## config.mk

```make
export PLATFORM = sky130hd
export DESIGN_NAME = lift_scan_scheduler
export DESIGN_NICKNAME = d
export VERILOG_FILES = /design/src/rtl/lift_scan_scheduler.sv
export SDC_FILE = /design/constraint.sdc
export NUM_CORES = 1
export LEC_CHECK = 0
export BUFFER_PORTS_ARGS = -buffer_cell sky130_fd_sc_hd__buf_2
export CAP_MARGIN = 20
export CORE_MARGIN = 10
export CORE_UTILIZATION = 58
export DETAILED_ROUTE_END_ITERATION = 12
export GPL_ROUTABILITY_DRIVEN = 0
export PLACE_DENSITY = 0.8
export SLEW_MARGIN = 20
export SYNTH_ARGS = -nofsm -noshare
export SYNTH_HDL_FRONTEND = slang
export SYNTH_SLANG_ARGS = --single-unit
```

## constraint.sdc

```tcl
create_clock -name clk_i -period 3 [get_ports clk_i]
set_clock_uncertainty 0.15 [all_clocks]
set_input_delay 0.15 -clock clk_i [delete_from_list [all_inputs] [get_ports clk_i]]
set_output_delay 0.15 -clock clk_i [all_outputs]
set_load 0.01 [all_outputs]
```

## src/rtl/lift_scan_scheduler.sv

```systemverilog
// lift_scan_scheduler: SCAN-order scheduler for one elevator car with
// floor-to-floor travel pacing, door dwell and an overweight door hold.
module lift_scan_scheduler #(
    parameter int FLOORS       = 8,
    parameter int TRAVEL_CYC   = 4,
    parameter int DOOR_CYC     = 6,
    parameter int WEIGHT_LIMIT = 899
) (
    input  logic        clk_i,
    input  logic        rst_i,
    input  logic        req_valid_i,
    input  logic [2:0]  req_floor_i,
    input  logic [10:0] weight_i,
    output logic [2:0]  out_floor_o,
    output logic [1:0]  direction_o,
    output logic        door_open_o,
    output logic        complete_o,
    output logic        over_weight_o,
    output logic [7:0]  pending_o
);
    typedef enum logic [1:0] {S_IDLE, S_MOVE, S_DOOR} state_e;

    localparam logic [1:0]  DIR_NONE  = 2'd0;
    localparam logic [1:0]  DIR_UP    = 2'd1;
    localparam logic [1:0]  DIR_DN    = 2'd2;
    localparam logic [7:0]  TRAVEL_LD = 8'(TRAVEL_CYC - 1);
    localparam logic [7:0]  DOOR_LD   = 8'(DOOR_CYC - 1);
    localparam logic [3:0]  FLOOR_CNT = 4'(FLOORS);
    localparam logic [10:0] WLIM      = 11'(WEIGHT_LIMIT);

    state_e      state_q, state_d;
    logic [2:0]  floor_q, floor_d;
    logic [1:0]  dir_q, dir_d;
    logic        last_up_q, last_up_d;
    logic        door_q, door_d;
    logic        cmpl_q, cmpl_d;
    logic        ow_q, ow_d;
    logic [7:0]  pend_q, pend_d;
    logic [7:0]  tcnt_q, tcnt_d;
    logic [7:0]  dcnt_q, dcnt_d;

    logic        ahead_up, ahead_dn, go_up;
    logic        req_ok, same_req, arrive;
    logic [2:0]  step_floor;

    always_comb begin
        ahead_up = 1'b0;
        ahead_dn = 1'b0;
        for (int i = 0; i < 8; i++) begin
            if (pend_q[i] && (i > int'(floor_q))) ahead_up = 1'b1;
            if (pend_q[i] && (i < int'(floor_q))) ahead_dn = 1'b1;
        end
    end

    // Keep sweeping in last_dir while anything lies ahead, else reverse.
    assign go_up      = last_up_q ? ahead_up : !ahead_dn;
    assign step_floor = (dir_q == DIR_UP) ? floor_q + 3'd1 : floor_q - 3'd1;
    assign req_ok     = req_valid_i && ({1'b0, req_floor_i} < FLOOR_CNT);
    assign same_req   = req_ok && (state_q == S_DOOR) && (req_floor_i == floor_q);
    assign arrive     = (tcnt_q == '0) && pend_q[step_floor];

    always_ff @(posedge clk_i) begin
        if (rst_i) begin
            state_q   <= S_IDLE;
            floor_q   <= '0;
            dir_q     <= DIR_NONE;
            last_up_q <= 1'b1;
            door_q    <= 1'b0;
            cmpl_q    <= 1'b0;
            ow_q      <= 1'b0;
            pend_q    <= '0;
            tcnt_q    <= '0;
            dcnt_q    <= '0;
        end else begin
            state_q   <= state_d;
            floor_q   <= floor_d;
            dir_q     <= dir_d;
            last_up_q <= last_up_d;
            door_q    <= door_d;
            cmpl_q    <= cmpl_d;
            ow_q      <= ow_d;
            pend_q    <= pend_d;
            tcnt_q    <= tcnt_d;
            dcnt_q    <= dcnt_d;
        end
    end

    always_comb begin
        state_d = state_q;
        unique case (state_q)
            S_IDLE: begin
                if (pend_q[floor_q])          state_d = S_DOOR;
                else if (ahead_up || ahead_dn) state_d = S_MOVE;
            end
            S_MOVE: if (arrive) state_d = S_DOOR;
            S_DOOR: begin
                if (!same_req && !ow_q && (dcnt_q == '0)) state_d = S_IDLE;
            end
            default: state_d = S_IDLE;
        endcase
    end

    always_comb begin
        floor_d   = floor_q;
        dir_d     = dir_q;
        last_up_d = last_up_q;
        door_d    = door_q;
        cmpl_d    = 1'b0;
        ow_d      = weight_i > WLIM;
        pend_d    = pend_q;
        tcnt_d    = tcnt_q;
        dcnt_d    = dcnt_q;
        if (req_ok && !same_req) pend_d[req_floor_i] = 1'b1;
        // Service clears after capture so a same-edge request is absorbed.
        unique case (state_q)
            S_IDLE: begin
                dir_d = DIR_NONE;
                if (state_d == S_DOOR) begin
                    door_d          = 1'b1;
                    cmpl_d          = 1'b1;
                    dcnt_d          = DOOR_LD;
                    pend_d[floor_q] = 1'b0;
                end else if (state_d == S_MOVE) begin
                    dir_d     = go_up ? DIR_UP : DIR_DN;
                    last_up_d = go_up;
                    tcnt_d    = TRAVEL_LD;
                end
            end
            S_MOVE: begin
                if (tcnt_q == '0) begin
                    floor_d = step_floor;
                    tcnt_d  = TRAVEL_LD;
                    if (arrive) begin
                        door_d             = 1'b1;
                        cmpl_d             = 1'b1;
                        dcnt_d             = DOOR_LD;
                        pend_d[step_floor] = 1'b0;
                    end
                end else begin
                    tcnt_d = tcnt_q - 8'd1;
                end
            end
            S_DOOR: begin
                if (same_req || ow_q) begin
                    dcnt_d = DOOR_LD;
                end else if (dcnt_q == '0) begin
                    door_d = 1'b0;
                    dir_d  = DIR_NONE;
                end else begin
                    dcnt_d = dcnt_q - 8'd1;
                end
            end
            default: ;
        endcase
    end

    assign out_floor_o   = floor_q;
    assign direction_o   = dir_q;
    assign door_open_o   = door_q;
    assign complete_o    = cmpl_q;
    assign over_weight_o = ow_q;
    assign pending_o     = pend_q;

endmodule

```

After elaboration in Yosys (flattened, before gate mapping)
Index checks and enable logic that the tools add are counted.
- bits of input ports: 17
- output and inout port bits: 16
- flip-flop bits (word level): 35
- mux-type cells: 62
- order comparisons: 21
- equal/unequal tests: 14
- bitwise logic cells: 6
- reduce and logical (&&, ||, !) cells: 40
- add/sub/neg operators: 4
- operators by type and width (operator ; count):
    8-bit 2-to-1 mux ; 12
    8-bit case mux with 2 select lines ; 2
    1-bit 2-to-1 mux ; 28
    8-bit case mux with 3 select lines ; 1
    1-bit logical AND ; 23
    2-bit 2-to-1 mux ; 9
    8-bit AND ; 2
    8-bit logical NOT ; 2
    8-bit inverter ; 2
    8-bit by 1-bit subtractor with 8-bit output (second input constant) ; 2
    3-bit greater-than comparator (first input constant) ; 4
    3-bit by 4-bit < comparator with 1-bit output (second input constant) ; 3
    2-bit != test (second input constant) ; 6
    11-bit by 10-bit greater-than comparator with 1-bit output (second input constant) ; 1
    1-bit demux with 3-bit select ; 3
    3-bit by 1-bit >= comparator with 1-bit output (second input constant) ; 3
    3-bit < comparator (first input constant) ; 3
    3-bit AND reduction ; 3
    8-bit bitwise OR ; 1
    1-bit binary-select mux with 3-bit select ; 2
    2-bit by 1-bit == test with 1-bit output (second input constant) ; 3
    2-bit by 3-bit greater-than comparator with 1-bit output (first input constant) ; 2
    1-bit by 3-bit < comparator with 1-bit output (first input constant) ; 2
    2-bit by 3-bit < comparator with 1-bit output (first input constant) ; 2
    other kinds (21) ; 26

Longest topological paths before layout
- depth in word-level cells: 17
- mapped depth: 10
- depth with buffers taken out: 8

Worst setup path before layout
Ideal clock, no wire load.
- path kind: register -> register
- start point: register floor_q[1] (netlist: out_floor_o[1])
- end point: register dcnt_q[5]
- stages on the path, launching flop included: 11
- data required time: 2.723 ns
- clock period less this slack: 2.544 ns
- arrival time: 2.267 ns
- setup slack: 0.456 ns
- buffers on the path: 2
- cells stage by stage: dfxtp_1 > buf_2 > inv_1 > ha_1 > inv_1 > xnor2_2 > mux4_2 > o211ai_2 > and2_4 > buf_6 > o21ai_0
- cells in the longest elaborated chain, start to end: 16
- RTL lines (what ; RTL line ; text):
    start: declaration ; 32 ; logic [2:0] floor_q, floor_d;
    start signal: assignment ; 76 ; floor_q <= floor_d;
    1-bit by 3-bit greater-than comparator with 1-bit output / 1-bit by 3-bit < comparator with 1-bit output (equally long branches) ; 50, 51 ;
    1-bit logical AND (on tied branches) ; 50, 51 ;
    1-bit 2-to-1 mux (on tied branches) (7 in series) ; 50, 51 ;
    1-bit logical OR ; 93 ; else if (ahead_up || ahead_dn) state_d = S_MOVE;
    2-bit 2-to-1 mux ; 93 ;
    2-bit 2-to-1 mux ; 92 ; if (pend_q[floor_q]) state_d = S_DOOR;
    2-bit case mux with 3 select lines ; 90 ; unique case (state_q)
    2-bit == test ; 118 ; if (state_d == S_DOOR) begin
    2-bit != test (no line) ; - ;
    5-bit AND reduction (no line) ; - ;
    end signal: assignment ; 84 ; dcnt_q <= dcnt_d;
    end: declaration ; 40 ; logic [7:0] dcnt_q, dcnt_d;
Parallel ways exist; a longest one is shown, timed or not. The select of a mux whose other input is x is not followed.
A chain may end at the register's enable or synchronous reset.

Worst setup path in the final report
- start point: register floor_q[1] (netlist: out_floor_o[1])
- end point: register dcnt_q[0]
Same word-level chain as after synthesis.

==> flow_metrics.tcl <==
set metrics [dict create \
    portBuffers 30 \
    drc 0 \
    final_util_pct 65.6 \
    ys.flop_type "dfxtp_1" \
    finalCriticalPeriod_ns 2.72 \
    initial_core_util_pct 59.9 \
    cts_buffers 5 \
    tns_ns 0 \
    synth_fp_nets 305 \
    cts_resized 0 \
    ios 33 \
    grt.total_usage_pct 16.0 \
    die_w_um 84.3 \
    fmax_ghz 0.367 \
    instances_no_fill 360 \
    drt.antenna.violating_nets 0 \
    p_leak_nw 1.04 \
    placed_area_um2 2500 \
    drv_slew 0 \
    hp-class "in -> reg" \
    status "completed" \
    async_flop_share_pct 0 \
    fp.dieH_um 84.3 \
    synth_edf_count 0 \
    avgRoutedWirePerCell_um 16.1 \
    placed_cells 350 \
    tightest_slew_ns 0.593 \
    syn_area_um2 2400 \
    yosysSeqAreaShare_pct 29.2 \
    cts_root_buffer "clkbuf_8" \
    cts_tree "done" \
    rows 23 \
    hold_violations 0 \
    grt.overflow.total 0 \
    clock_path_buffers 2 \
    drive_gt1_share_pct 23.9 \
    areaGrowthSynthToFinish_pct 9.50 \
    wl_mm 5.81 \
    start_kind "flop" \
    maxCapViolCount 0 \
    setup_viol 0 \
    crit_required_ns 3.00 \
    avgSynthCellArea_um2 8.53 \
    worstSkewPairLatency_ns 0.29 \
    grt_pass1_wl_mm 9.92 \
    cts_setup_buffers 0 \
    synth_cells 281 \
    cts.sink_count 35 \
    finalCritPeriodShare_pct 90.8 \
    synth_warnings 0 \
    power_density_nw_per_um2 959 \
    criticalPathCategory "reg -> reg" \
    core_area_um2 4000 \
    cts_hold_buf 2 \
    first_global_vias 2137 \
    clkTransAtPathRegs_ns 0.07 \
    rsz0062_at_grt "no" \
    htree_levels 2 \
    antenna_found_initial 0 \
    end_kind "flop" \
    timing.slew.headroom_pct 60.3 \
    critPathMaxFanout 11 \
    peakVddDrop_mv 0.453 \
    fin_nets 333 \
    grt_max_degree 28 \
    drt_iter0_markers 190 \
    diodes 0 \
    die_area_um2 7100 \
    ys_types 64 \
    via_count 2241 \
    synth-seq-cells 35 \
    worstPathArrival_ns 2.73 \
    drtPass1Iterations 6 \
    final_area_um2 2630 \
    dp_hpwl_mm 4.14 \
    viasPerCell 6.23 \
]
-- registers in the layout, indices dropped and copies added, names as in the netlist --
name	cells
out_floor_o	3
tcnt_q	8
pending_o	8
direction_o	2
last_up_q	1
dcnt_q	8
complete_o	1
door_open_o	1
state_q	2
over_weight_o	1
-- critical path, cell delays in order (launching register included) --
cell and delay (ns):
dfxtp_1 0.38, inv_1 0.11, ha_1 0.38, inv_1 0.11, xnor2_2 0.19, mux4_2 0.36, o211ai_2 0.47, and2_4 0.32
a211oi_1 0.10
-- metal layers --
| layer | GRT usage, % | vias to the layer above | wire length (um) | part of all wire [%] |
|---|---|---|---|---|
| met5 | 0 | - | 0 | 0 |
| met4 | 6.70 | 0 | 160 | 2.8 |
| met3 | 5.89 | 20 | 510 | 8.8 |
| met2 | 24.4 | 107 | 2560 | 44 |
| met1 | 19.8 | 1026 | 2580 | 44 |
| li1 | - | 1088 | - | - |
-- cells by family after synthesis --
| family | Yosys count | synth area share [%] |
|---|---|---|
| AOI/OAI and AO/OA | 69 | 22.7 |
| muxes | 6 | 3.18 |
| buffers and inverters | 32 | 8.61 |
| DFF | 35 | 29.2 |
| adders and majority gates | 7 | 3.65 |
| and+or+nand+nor | 119 | 27.2 |
| xor gates and xnor gates | 13 | 5.38 |
-- cell type report --
class	count	area, um^2
Tap cell	50	62.6
Inverter	15	56.3
Multi-Input combinational cell	214	1490
Sequential cell	35	701
Fill cell	349	1380
Timing Repair Buffer	38	215
Clock buffer	8	100
-- Yosys cell counts (all sizes together) (2+ instances only) --
master   count  share of area [%]
a21oi       17                4.0
o2111ai      4                1.5
a221oi       3                1.1
or2          4                1.0
nor2        27                4.2
o22ai        2               0.78
o21ai       14                2.9
mux2         3                1.4
or2b         2               0.68
nand4        2               0.52
o31ai        2               0.63
o41ai        3                1.7
ha           7                3.7
nor4        15                4.2
dfxtp       35                 29
a31oi        5                1.6
o32ai        2               0.73
clkbuf       6                2.2
xnor2        7                3.2
o31a         3                1.3
nor3        17                3.5
o211ai       2               0.84
buf         11                4.1
and3         9                2.3
mux2i        2               0.84
xor2         6                2.2
nor2b        5                1.4
nor4b        2               0.99
nand3        9                1.9
nand2b       5                1.3
nand2       14                2.2
a211oi       4                1.8
inv         14                2.2
and2b        3                1.1
-- where the power goes --
| group | switching [mW] | leakage [nW] | internal (mW) |
|---|---|---|---|
| Combinational | 0.863 | 0.701 | 0.598 |
| Sequential | 0.102 | 0.285 | 0.569 |
| Clock | 0.176 | 0.0515 | 0.210 |
| Total | 1.14 | 1.04 | 1.38 |
-- cell usage in the layout (no fill, tap or decap), types with 9 or more instances in the layout --
cell type and instances:
a21oi_1 16, and3_1 9, buf_2 30, dfxtp_1 35, inv_1 14, nand2_1 14
nand3_1 9, nor2_1 27, nor3_1 17, nor4_1 14, o21ai_0 14
-- per-stage QoR --
| stage | power, mW | hold slack (ns) | setup slack, ns |
|---|---|---|---|
| after floorplan | 1.85 | 0.120 | 0.456 |
| after global placement | 2.08 | 0.214 | 0.328 |
| after detailed placement | 2.10 | 0.226 | 0.283 |
| after CTS | 2.50 | 0.0793 | 0.270 |
| after global routing | 2.69 | 0.123 | 0.0796 |
| final | 2.52 | 0.0990 | 0.276 |
-- worst paths after layout --
path	start	end	slack, ns	cells after the start
worst max-delay path	out_floor_o[1]	dcnt_q[0]	0.28	8
worst min-delay path	req_floor_i[1]	pending_o[3]	0.1	3
worst max register to register	out_floor_o[1]	dcnt_q[0]	0.28	8
worst min register to register	dcnt_q[6]	dcnt_q[6]	0.34	1
Note: power is estimated with default switching activity, not from simulation.
